### src/rtl/fpm_exp.sv
// -----------------------------------------------------------------------------
// fpm_exp -- exponent and normalisation sequencer for the floating-point path.
//
// Takes two signed exponents and an operation, then steps the fraction unit
// through alignment shifts, the fraction-operation handshake and normalisation
// shifts while tracking the result exponent. Produces the final exponent and
// sticky range flags.
//
// Parameters
//   EW  exponent width (signed two's complement)
//   FW  fraction width; limit for alignment and normalisation shifts
//   CW  shift counter width
//
// Ports
//   __clk    rising-edge clock
//   _0_f     asynchronous active-high reset
//   start    one-cycle request, accepted only in IDLE
//   op       00 AF, 01 SF, 10 MF, 11 DF (sampled with start)
//   ea, eb   signed operand exponents (sampled with start)
//   fr_done  fraction unit finished its operation
//   fr_zero  fraction result is zero (valid in NORM)
//   norm_l   fraction needs a left shift by one (valid in NORM)
//   norm_r   fraction needs a right shift by one (valid in NORM)
//   busy     high from the cycle after start through DONE
//   swp      AF/SF: operand A is the smaller one
//   shr_a    alignment right-shift of fraction A this cycle
//   shr_b    alignment right-shift of fraction B this cycle
//   fr_go    one-cycle pulse starting the fraction operation
//   norm_en  high while normalising
//   done     one-cycle completion pulse
//   exp_r    result exponent
//   g        smaller operand lost in alignment
//   ovf      result exponent overflowed (exp_r wrapped)
//   unf      result exponent underflowed (exp_r forced to 0)
//   zero     result is zero
// -----------------------------------------------------------------------------
module fpm_exp #(
    parameter int EW = 8,
    parameter int FW = 40,
    parameter int CW = $clog2(FW + 1)
) (
    input  logic          __clk,
    input  logic          _0_f,
    input  logic          start,
    input  logic [1:0]    op,
    input  logic [EW-1:0] ea,
    input  logic [EW-1:0] eb,
    input  logic          fr_done,
    input  logic          fr_zero,
    input  logic          norm_l,
    input  logic          norm_r,
    output logic          busy,
    output logic          swp,
    output logic          shr_a,
    output logic          shr_b,
    output logic          fr_go,
    output logic          norm_en,
    output logic          done,
    output logic [EW-1:0] exp_r,
    output logic          g,
    output logic          ovf,
    output logic          unf,
    output logic          zero
);

    typedef enum logic [2:0] {
        S_IDLE,
        S_ALIGN,
        S_ARITH,
        S_NORM,
        S_DONE
    } state_t;

    typedef enum logic [1:0] {
        OP_AF = 2'b00,
        OP_SF = 2'b01,
        OP_MF = 2'b10,
        OP_DF = 2'b11
    } op_t;

    // Representable range of the EW-bit result, held at the width of X.
    localparam logic signed [EW+1:0] X_MAX = (EW+2)'(2**(EW-1) - 1);
    localparam logic signed [EW+1:0] X_MIN = (EW+2)'(-(2**(EW-1)));

    state_t                 state_q, state_d;
    logic signed [EW+1:0]   x_q, x_d;
    logic [CW-1:0]          k_q, k_d;

    logic                   busy_q, busy_d;
    logic                   swp_q, swp_d;
    logic                   shr_a_q, shr_a_d;
    logic                   shr_b_q, shr_b_d;
    logic                   fr_go_q, fr_go_d;
    logic                   norm_en_q, norm_en_d;
    logic                   done_q, done_d;
    logic [EW-1:0]          exp_r_q, exp_r_d;
    logic                   g_q, g_d;
    logic                   ovf_q, ovf_d;
    logic                   unf_q, unf_d;
    logic                   zero_q, zero_d;

    logic signed [EW+1:0]   ea_x, eb_x, diff;
    logic [EW+1:0]          abs_diff;
    logic                   big_diff;

    always_comb begin
        // NOTE: every variable gets a default before the case so no path
        // leaves it unassigned, which would infer a latch.
        state_d  = state_q;
        x_d      = x_q;
        k_d      = k_q;
        swp_d    = swp_q;
        g_d      = g_q;
        ovf_d    = ovf_q;
        unf_d    = unf_q;
        zero_d   = zero_q;
        exp_r_d  = exp_r_q;

        ea_x     = {{2{ea[EW-1]}}, ea};
        eb_x     = {{2{eb[EW-1]}}, eb};
        diff     = ea_x - eb_x;
        abs_diff = diff[EW+1] ? -diff : diff;
        big_diff = int'(abs_diff) >= FW;

        case (state_q)
            S_IDLE: begin
                if (start) begin
                    swp_d   = 1'b0;
                    g_d     = 1'b0;
                    ovf_d   = 1'b0;
                    unf_d   = 1'b0;
                    zero_d  = 1'b0;
                    exp_r_d = '0;
                    k_d     = '0;
                    case (op_t'(op))
                        OP_AF, OP_SF: begin
                            swp_d = diff[EW+1];
                            x_d   = diff[EW+1] ? eb_x : ea_x;
                            // An exponent gap of FW or more shifts the smaller
                            // fraction out completely, so alignment is skipped.
                            if (big_diff) begin
                                g_d     = 1'b1;
                                state_d = S_ARITH;
                            end else begin
                                k_d     = CW'(abs_diff);
                                state_d = S_ALIGN;
                            end
                        end
                        OP_MF: begin
                            x_d     = ea_x + eb_x;
                            state_d = S_ARITH;
                        end
                        default: begin
                            x_d     = ea_x - eb_x;
                            state_d = S_ARITH;
                        end
                    endcase
                end
            end

            S_ALIGN: begin
                // The last shift and the exit share a cycle, so fr_go follows
                // the final shift directly; K = 0 still costs one cycle.
                if (k_q != '0) begin
                    k_d = k_q - CW'(1);
                end
                if (k_q <= CW'(1)) begin
                    state_d = S_ARITH;
                end
            end

            S_ARITH: begin
                if (fr_done) begin
                    k_d     = '0;
                    state_d = S_NORM;
                end
            end

            S_NORM: begin
                if (fr_zero) begin
                    zero_d  = 1'b1;
                    x_d     = '0;
                    state_d = S_DONE;
                end else if (norm_r) begin
                    x_d = x_q + (EW+2)'(1);
                end else if (norm_l) begin
                    // More than FW left shifts means the fraction held no
                    // significant bits at all.
                    if (int'(k_q) + 1 > FW) begin
                        zero_d  = 1'b1;
                        x_d     = '0;
                        state_d = S_DONE;
                    end else begin
                        x_d = x_q - (EW+2)'(1);
                        k_d = k_q + CW'(1);
                    end
                end else begin
                    state_d = S_DONE;
                end
            end

            S_DONE: begin
                state_d = S_IDLE;
            end

            default: begin
                state_d = S_IDLE;
            end
        endcase

        // Range evaluation happens on the way into DONE so exp_r and the
        // flags are already valid in the cycle done is high.
        if (state_d == S_DONE) begin
            if (x_d > X_MAX) begin
                ovf_d   = 1'b1;
                exp_r_d = x_d[EW-1:0];
            end else if (x_d < X_MIN) begin
                unf_d   = 1'b1;
                zero_d  = 1'b1;
                exp_r_d = '0;
            end else begin
                exp_r_d = x_d[EW-1:0];
            end
        end

        // Strobes are decoded from the next state so they leave the flops
        // aligned with the state they belong to.
        busy_d    = (state_d != S_IDLE);
        shr_a_d   = (state_d == S_ALIGN) && (k_d != '0) && swp_d;
        shr_b_d   = (state_d == S_ALIGN) && (k_d != '0) && !swp_d;
        fr_go_d   = (state_d == S_ARITH) && (state_q != S_ARITH);
        norm_en_d = (state_d == S_NORM);
        done_d    = (state_d == S_DONE);
    end

    // NOTE: sequential state uses non-blocking assignments so every flop
    // samples pre-edge values regardless of statement order.
    always_ff @(posedge __clk or posedge _0_f) begin
        if (_0_f) begin
            state_q   <= S_IDLE;
            x_q       <= '0;
            k_q       <= '0;
            busy_q    <= 1'b0;
            swp_q     <= 1'b0;
            shr_a_q   <= 1'b0;
            shr_b_q   <= 1'b0;
            fr_go_q   <= 1'b0;
            norm_en_q <= 1'b0;
            done_q    <= 1'b0;
            exp_r_q   <= '0;
            g_q       <= 1'b0;
            ovf_q     <= 1'b0;
            unf_q     <= 1'b0;
            zero_q    <= 1'b0;
        end else begin
            state_q   <= state_d;
            x_q       <= x_d;
            k_q       <= k_d;
            busy_q    <= busy_d;
            swp_q     <= swp_d;
            shr_a_q   <= shr_a_d;
            shr_b_q   <= shr_b_d;
            fr_go_q   <= fr_go_d;
            norm_en_q <= norm_en_d;
            done_q    <= done_d;
            exp_r_q   <= exp_r_d;
            g_q       <= g_d;
            ovf_q     <= ovf_d;
            unf_q     <= unf_d;
            zero_q    <= zero_d;
        end
    end

    assign busy    = busy_q;
    assign swp     = swp_q;
    assign shr_a   = shr_a_q;
    assign shr_b   = shr_b_q;
    assign fr_go   = fr_go_q;
    assign norm_en = norm_en_q;
    assign done    = done_q;
    assign exp_r   = exp_r_q;
    assign g       = g_q;
    assign ovf     = ovf_q;
    assign unf     = unf_q;
    assign zero    = zero_q;

endmodule

### config.mk
export PLATFORM = sky130hd
export DESIGN_NAME = fpm_exp
export DESIGN_NICKNAME = d
export VERILOG_FILES = /design/src/rtl/fpm_exp.sv
export SDC_FILE = /design/constraint.sdc
export NUM_CORES = 1
export LEC_CHECK = 0
export CAP_MARGIN = 20
export CORE_MARGIN = 2
export CORE_UTILIZATION = 60
export CTS_CLUSTER_SIZE = 16
export DETAILED_ROUTE_END_ITERATION = 7
export PLACE_DENSITY = 0.85
export SETUP_SLACK_MARGIN = 0.3
export SYNTH_ARGS = -nofsm -noshare
export SYNTH_HDL_FRONTEND = slang
export SYNTH_SLANG_ARGS = --single-unit
### constraint.sdc
create_clock -name __clk -period 4.8 [get_ports __clk]
set_input_delay 0.48 -clock __clk [delete_from_list [all_inputs] [get_ports __clk]]
set_output_delay 0.48 -clock __clk [all_outputs]
set_load 0.1 [all_outputs]
---- After elaboration in Yosys (flattened, before gate mapping) ----
Cells that the tools add are included.
cells by class
  add/sub/neg operators ................... 8
  $lt $le $gt $ge ......................... 5
  equality and inequality tests ........... 10
  multiplexer cells ....................... 57
  reductions and logical operators ........ 15
operators by type and width
  operator                 count
  $mux W10                 7
  $mux W6                  9
  $mux W8                  5
  $pmux W10 S2             2
  $mux W3                  8
  $pmux W6 S4              1
  $mux W1                  22
  $eq A3 B2 Y1 const B     4
  $pmux W3 S4              1
  $reduce_bool A6 Y1       2
  $add A10 B2 Y10 const B  1
  $ge A10 B6 Y1 const B    1
  $gt A10 B8 Y1 const B    1
  $lt A10 B8 Y1 const B    1
  $neg A10 Y10             1
  $sub A10 B2 Y10 const B  1
  $add A8 B8 Y9            1
  $sub A8 B8 Y9            1
  $add A6 B1 Y7 const B    1
  $gt A7 B6 Y1 const B     1
  $add A6 B1 Y6 const B    1
  $eq A3 B1 Y1 const B     2
  $le A6 B1 Y1 const B     1
  $sub A6 B1 Y6 const B    1
  14 further kinds         19
storage, ports and cells
  register bits after elaboration ......... 38
  word-level logic and storage cells ...... 110

---- Logic depth before layout (Yosys ltp) ----
Gate-level depths: netlist of run 1.
  depth after elaboration ................. 11
  depth in mapped cells ................... 14
  depth with buffers taken out ............ 14

---- Worst setup path after synthesis of run 1 ----
OpenSTA, ideal clock, no wires.
  kind .................................... in2reg
  from .................................... input port ea[0]
  to ...................................... register busy_q (netlist: busy)
  library setup time ...................... 0.131 ns
  data arrival time ....................... 3.231 ns
  required time ........................... 4.669 ns
  slack ................................... 1.438 ns
  cell stages on the path ................. 14
  path buffers ............................ 1
  cell sequence ........................... inv_1 > ha_1 > inv_1 > fa_1 > a21o_1 > a221o_2 > a31o_1 > buf_6 > nor4b_4 > o21ai_2 > o211ai_2 > o22ai_2 > or2_1 > or3_1
between the ends
  longest elaborated chain between the ends .. 9
RTL lines
  item                    line  RTL
  start: declaration      46    input logic [EW-1:0] ea,
  $sub A8 B8 Y9 *         121   diff = ea_x - eb_x;
  $neg A10 Y10            122   abs_diff = diff[EW+1] ? -diff : diff;
  $mux W10 *              122
  $ge A10 B6 Y1 *         123   big_diff = int'(abs_diff) >= FW;
  $mux W2 *               141   if (big_diff) begin
  $mux W3 *               135   case (op_t'(op))
  $mux W3 *               127   if (start) begin
  $pmux W3 S4 *           125   case (state_q)
  via state_d[0]          85    state_t state_q, state_d;
  $reduce_bool A3 Y1 *    228   busy_d = (state_d != S_IDLE);
  via busy_d              89    logic busy_q, busy_d;
  end signal: assignment  259   busy_q <= busy_d;
  end: declaration        89
Mark *: on every way through the listed nets, which the timed path passes. The rest lies on a longest branch.
A chain may end at the register's enable or synchronous reset.

---- Final worst setup path of run 1 ----
  from .................................... input port eb[3]
  to ...................................... register busy_q (netlist: busy)
between the ends
  longest elaborated chain between the ends .. 9
RTL lines
  item                  line  RTL
  start: declaration    47    input logic [EW-1:0] eb,
  $sub A8 B8 Y9 *       121
  $neg A10 Y10          122
  $mux W10 *            122
  $ge A10 B6 Y1 *       123
  $mux W2 *             141
  $mux W3 *             135
  $mux W3 *             127
  $pmux W3 S4 *         125
  via state_d[1]        85
  $reduce_bool A3 Y1 *  228
  via busy_d            89
Marked as above.

==> results of run 1 <==
-- kinds of logic after synthesis --
| family | after synthesis | synth area share |
|---|---|---|
| xor+xnor | 16 | 0.0386 |
| flops | 38 | 0.249 |
| mux | 4 | 0.0111 |
| simple gates | 162 | 0.222 |
| compound gates | 173 | 0.322 |
| buf+inv | 67 | 0.0717 |
| fa+ha+maj | 25 | 0.0858 |
-- layout by cell type (no fill, tap or decap), drive strengths merged, types with 12 or more instances in the layout --
cell / count
ha: 23
clkdlybuf4s50: 43
inv: 36
nand2: 33
dfrtp: 38
a21oi: 33
nand2b: 13
xnor2: 12
o21ai: 43
nor3: 16
nor2: 37
nand3: 13
-- cell usage after synthesis (12+ instances only) --
| cell | count | area [um2] |
|---|---|---|
| a21oi_1 | 31 | 155 |
| nand3_1 | 13 | 65.1 |
| nand2_1 | 33 | 124 |
| inv_1 | 36 | 135 |
| o21ai_0 | 35 | 175 |
| nand2b_1 | 13 | 81.3 |
| dfrtp_1 | 38 | 951 |
| nor2_1 | 37 | 139 |
| nor3_1 | 16 | 80.1 |
| xnor2_1 | 12 | 105 |
| ha_1 | 23 | 288 |
| clkbuf_1 | 22 | 82.6 |
-- worst min-delay path by stage --
stage,startpoint,end,slack [ns],depth (start not counted)
floorplan,x_q[5],x_q[5],0.59,1
global placement,ovf,ovf,0.47,1
detailed placement,ovf,ovf,0.48,1
CTS,_0_f,x_q[6],0.41,2
global route,_0_f,exp_r[6],0.44,2
finish,_0_f,exp_r[7],0.40,2
-- report_power, final --
part           switching, mW  total (mW)  internal [mW]
combinational           1.10        1.60          0.506
clock                  0.122       0.238          0.116
sequential             0.180       0.630          0.449
-- worst max-delay path: cells and delay by family --
kind / cells / cell delay [ns]
AOI/OAI and AO/OA: 6 / 1.82
and+or+nand+nor: 3 / 0.71
buffers and inverters: 2 / 0.56
adders and majority gates: 1 / 0.55
-- cell type report --
type	instances	area (um2)
sequential	38	951
clock buffer	7	86.3
timing repair buffer	47	460
fill	518	1910
tap	77	96.3
multi-input combinational	380	2600
clock inverter	1	5.00
inverter	36	135
-- metrics by stage --
| stage | hold WS (ns) | setup WS, ns |
|---|---|---|
| finish | 0.401 | 0.828 |
| global route | 0.445 | 0.598 |
| CTS | 0.407 | 0.847 |
| detailed placement | 0.475 | 0.539 |
| global placement | 0.470 | 0.627 |
| floorplan | 0.587 | 1.44 |
-- per-layer routing --
metal | part of all wire | track usage | vias up
met5 | 0 | 0 | -
met3 | 0.082 | 0.0593 | 22
met4 | 0.022 | 0.109 | 0
met2 | 0.45 | 0.493 | 196
met1 | 0.45 | 0.419 | 1796
li1 | - | - | 1838
-- sequential cells by signal, summed over array words and instances, names as in the netlist --
register  count
done          1
state_q       3
exp_r         8
x_q          10
shr_b         1
shr_a         1
norm_en       1
zero          1
swp           1
g             1
ovf           1
k_q           6
busy          1
unf           1
fr_go         1
==> flow_summary_export.csv, run 1 <==
group,metric,value,unit
yosys,syn-num-nets,535,
die,start_util,0.612,
route,drc_errors,0,
clock_tree,cts_tree,"yes",
pwr,p_leak,1.85,nW
clock_tree,ctsHoldBuffers,0,
placement,post_dp_cell_area,4240,um2
die,fp.coreArea,6240,um2
critical_path,cp_cell_sequence,"clkdlybuf4s50_1 -> inv_1 -> ha_1 -> and3_1 -> a221o_2 -> a31o_1 -> nor4b_4 -> o21ai_2 -> o211ai_2 -> o31ai_1 -> o211ai_1 -> or3_1",
route,wl,10.6,mm
timing,fin_crit_sh,0.827,
finish,diodes,0,
clock_tree,h-tree-depth,2,
pwr,p_total,2.47,mW
yosys,post_synth_num_cell_types,75,
route,vias,3852,
outcome,status,"completed",
critical_path,reg2regPathDepth,11,
global_routing,grt_max_degree,33,
flow_run,cap_violations,0,
timing,fin_tns_setup,0,ns
route,drtIter0Drc,346,
die,chipHeight,83.8,um
timing,hold_viol,0,
route,routedWlPerCell,18.0,um
yosys,syn_inst,485,
critical_path,slowest_delay,0.68,ns
critical_path,startpoint,"eb[3]",
clock_tree,clk_latency,0.30,ns
critical_path,crit_end,"busy",
yosys,ys.flop_type,"dfrtp_1",
route,final_antenna_net_count,0,
timing,rsz0062_at_grt,"false",
clock_tree,cts-buffers-inserted,5,
clock_tree,postCtsSetupBuffers,0,
clock_tree,root_buffer,"clkbuf_8",
finish,final_cell_count_no_fill,586,
yosys,syn_area,3820,um2
global_routing,antenna_found_initial,0,
placement,dp_cells,578,
yosys,ys_warn_count,0,
placement,port-buffer-count,43,
yosys,seq_area_frac_synth,0.249,
critical_path,required,4.98,ns
clock_tree,cts_resized,0,
timing,worst_pin_slew,1.01,ns
finish,area_delta_synth_final,13.3,%
yosys,ys_ff_latch,38,
critical_path,critical-path-slowest-cell,"a31o_1",
route,avgViaCountPerCell,6.57,
yosys,async_flop_share,1.00,
global_routing,grt_pass1_vias,3686,
yosys,syn-mean-instance-area,7.88,um2
global_routing,grt.overflow.total,0,
die,die_width,83.8,um
pwr,powerDensity,571,nW/um2
route,first_pass_iters,5,
timing,fin_worst_skew,0.00632,ns
placement,dpl.hpwl,8.19,mm
timing,setup_violations,0,
critical_path,cp-start-kind,"input pin",
finish,fin_area,4330,um2
yosys,synth_edf_count,0,
timing,max_slew_margin,0.328,
finish,nets,558,
clock_tree,clk_pin_slew_worst_paths,0.08,ns
critical_path,cp_data_arrival_time,4.15,ns
finish,drive_gt1_frac,0.0609,
placement,place_congestion,0.900,
finish,fin_util,0.694,
timing,slew_violations,0,
clock_tree,clk_path_buf_depth,2,
die,core.rowCount,29,
die,num_io_pins,44,
global_routing,grt_pass1_wl,17.8,mm
worst_hold_path,hold_class,"input pin to asynchronous set/reset pin",
pwr,vdd_ir_drop_max,0.450,mV
critical_path,reg2reg_slack,1.55,ns
critical_path,rr_endpoint,"exp_r[5]",
global_routing,track_usage,0.309,
timing,fmaxAchievable,252,MHz
critical_path,critPathMaxFanout,19,
die,die-area,7020,um2
clock_tree,cts_sinks,38,
timing,fin_crit,3.97,ns
critical_path,end_kind,"register",
critical_path,r2r_start,"k_q[1]",
critical_path,critical_path_class,"input pin to register",
No activity file was read; power rests on OpenSTA's default activity.
==> run 2: changes to the inputs <==
--- a/config.mk
+++ b/config.mk
@@ -7,10 +7,10 @@
 export LEC_CHECK = 0
 export CAP_MARGIN = 20
 export CORE_MARGIN = 2
-export CORE_UTILIZATION = 60
+export CORE_UTILIZATION = 52
 export CTS_CLUSTER_SIZE = 16
 export DETAILED_ROUTE_END_ITERATION = 7
-export PLACE_DENSITY = 0.85
+export PLACE_DENSITY = 0.78
 export SETUP_SLACK_MARGIN = 0.3
 export SYNTH_ARGS = -nofsm -noshare
 export SYNTH_HDL_FRONTEND = slang
==> constraint.sdc (replaced) <==
create_clock -name __clk -period 3.3 [get_ports __clk]
set_input_delay 0.33 -clock __clk [delete_from_list [all_inputs] [get_ports __clk]]
set_output_delay 0.33 -clock __clk [all_outputs]
set_load 0.1 [all_outputs]
==> flow_summary_export.csv, run 2 (same netlist as run 1, synthesis figures left out) <==
group,metric,value,unit
die,fp.coreArea,7180,um2
critical_path,cp-start-kind,"input pin",
finish,final_cell_count_no_fill,693,
clock_tree,clk_pin_slew_worst_paths,0.09,ns
finish,regMostFlops,"x_q",
timing,fin_crit_sh,0.916,
route,avgViaCountPerCell,6.43,
timing,fmaxAchievable,331,MHz
global_routing,antenna_found_initial,0,
clock_tree,cts-buffers-inserted,5,
timing,slew_violations,0,
pwr,combPwrFrac,0.668,
finish,nets,643,
critical_path,r2r_start,"k_q[0]",
clock_tree,cts_tree,"yes",
placement,dp_cells,677,
clock_tree,root_buffer,"clkbuf_8",
pwr,p_int,1.99,mW
critical_path,cp_data_arrival_time,3.19,ns
die,start_util,0.533,
finish,drive_gt1_frac,0.264,
clock_tree,h-tree-depth,2,
clock_tree,ctsHoldBuffers,0,
placement,port-buffer-count,43,
global_routing,grt_pass1_wl,19.9,mm
route,wl,12.7,mm
pwr,vdd_ir_drop_max,0.437,mV
placement,dpl.hpwl,9.10,mm
pwr,p_total,4.21,mW
worst_hold_path,hold_class,"input pin to asynchronous set/reset pin",
route,drc_errors,0,
pwr,power.switching,2.22,mW
clock_tree,cts_sinks,38,
timing,fin_crit,3.02,ns
clock_tree,clk_path_buf_depth,2,
route,drtIter0Drc,410,
die,die-area,8050,um2
outcome,status,"completed",
clock_tree,clk_latency,0.30,ns
route,first_pass_iters,7,
pwr,p_seq_frac,0.212,
finish,largest_register_ffs,10,
finish,multiInputGateArea,2860,um2
timing,worst_pin_slew,0.973,ns
finish,area_delta_synth_final,38.8,%
pwr,netSwitchingFraction,0.527,
finish,layout_commonest_cell,"buf_4",
die,die_width,89.7,um
critical_path,critical_path_class,"input pin to register",
timing,fin_worst_skew,0.0133,ns
route,vias,4455,
die,chipHeight,89.7,um
die,num_io_pins,44,
critical_path,startpoint,"ea[0]",
critical_path,required,3.47,ns
timing,rsz0062_at_grt,"true",
global_routing,grt.overflow.total,0,
global_routing,track_usage,0.298,
finish,final_cell_mix,"buf_4 (89), dfrtp_1 (38), nor2_1 (36), o21ai_0 (34), nand2_1 (33)",
finish,fin_util,0.739,
timing,setup_violations,0,
route,final_antenna_net_count,0,
die,core.rowCount,31,
timing,max_slew_margin,0.349,
critical_path,end_kind,"register",
route,routedWlPerCell,18.3,um
pwr,powerDensity,793,nW/um2
timing,fin_hold_ws,0.433,ns
finish,diodes,0,
finish,n_fill_cell,543,
pwr,clockPowerShare,0.120,
global_routing,grt_max_degree,39,
timing,hold_viol,0,
pwr,p_leak,2.32,nW
finish,register_area,951,um2
global_routing,grt_pass1_vias,4251,
flow_run,cap_violations,0,
critical_path,critPathMaxFanout,7,
placement,place_congestion,1.01,
==> run 2: changes by cell type in the layout (fill, tap and decap cells not counted), sizes merged <==
cell	before	now
buf	4	91
clkdlybuf4s50	43	31
clkinv	1	0
dlygate4sd2	0	9
bufinv	0	2
==> run 2: metal layers <==
layer	vias to the layer above	GRT usage	wire length, um
met2	288	0.528	6240
met1	2101	0.365	4850
met5	-	0	0
met4	0	0.119	472
li1	2008	-	-
met3	58	0.0444	1100
==> run 2: critical path: stages <==
cell	delay, ns
buf_8	0.11
inv_12	0.04
ha_4	0.11
inv_2	0.04
fa_2	0.36
a21o_1	0.20
a221o_2	0.49
a31o_4	0.31
nor4b_4	0.23
o21ai_2	0.10
o211ai_4	0.13
o22ai_2	0.13
or2_1	0.24
or3_1	0.38
==> run 2: through the flow <==
step	area, um2	TNS [ns]	setup WS, ns
global placement	4880	-7.56	-0.449
finish	5310	0	0.277
CTS	5200	0	0.315
global route	5310	0	0.172
floorplan	3870	0	0.233
detailed placement	4880	-9.69	-0.589
==> run 2: timing repair <==
item                       4_1_cts  5_1_grt
pin swaps                       14       14
resized for setup               45       20
setup buffers                    6        2
setup endpoints to repair       32       14
==> run 2: worst paths after layout <==
| check | cells past startpoint | slack (ns) | end |
|---|---|---|---|
| setup / recovery | 14 | 0.28 | busy |
| hold / removal | 3 | 0.43 | x_q[0] |
| setup reg to reg | 11 | 0.37 | shr_b |
| hold reg to reg | 1 | 0.49 | ovf |
| max in group asynchronous | 3 | 2.53 | busy |
| min in group __clk | 3 | 0.48 | k_q[0] |
==> run 2: area by class of cell <==
type / count / area share
Sequential cell: 38 / 0.179
Timing Repair Buffer: 132 / 0.204
Tap cell: 99 / 0.0233
Multi-Input combinational cell: 380 / 0.539
Clock inverter: 2 / 0.0113
Clock buffer: 6 / 0.0156
Inverter: 36 / 0.0278
==> run 2: power by group through the flow <==
stage,Sequential (mW),Clock [mW],Combinational [mW]
3_5_place_dp,0.885,0,2.59
3_3_place_gp,0.881,0,2.55
2_1_floorplan,1.42,0,1.24
5_1_grt,0.920,0.519,2.97
4_1_cts,0.880,0.502,2.66
6_report,0.892,0.505,2.81
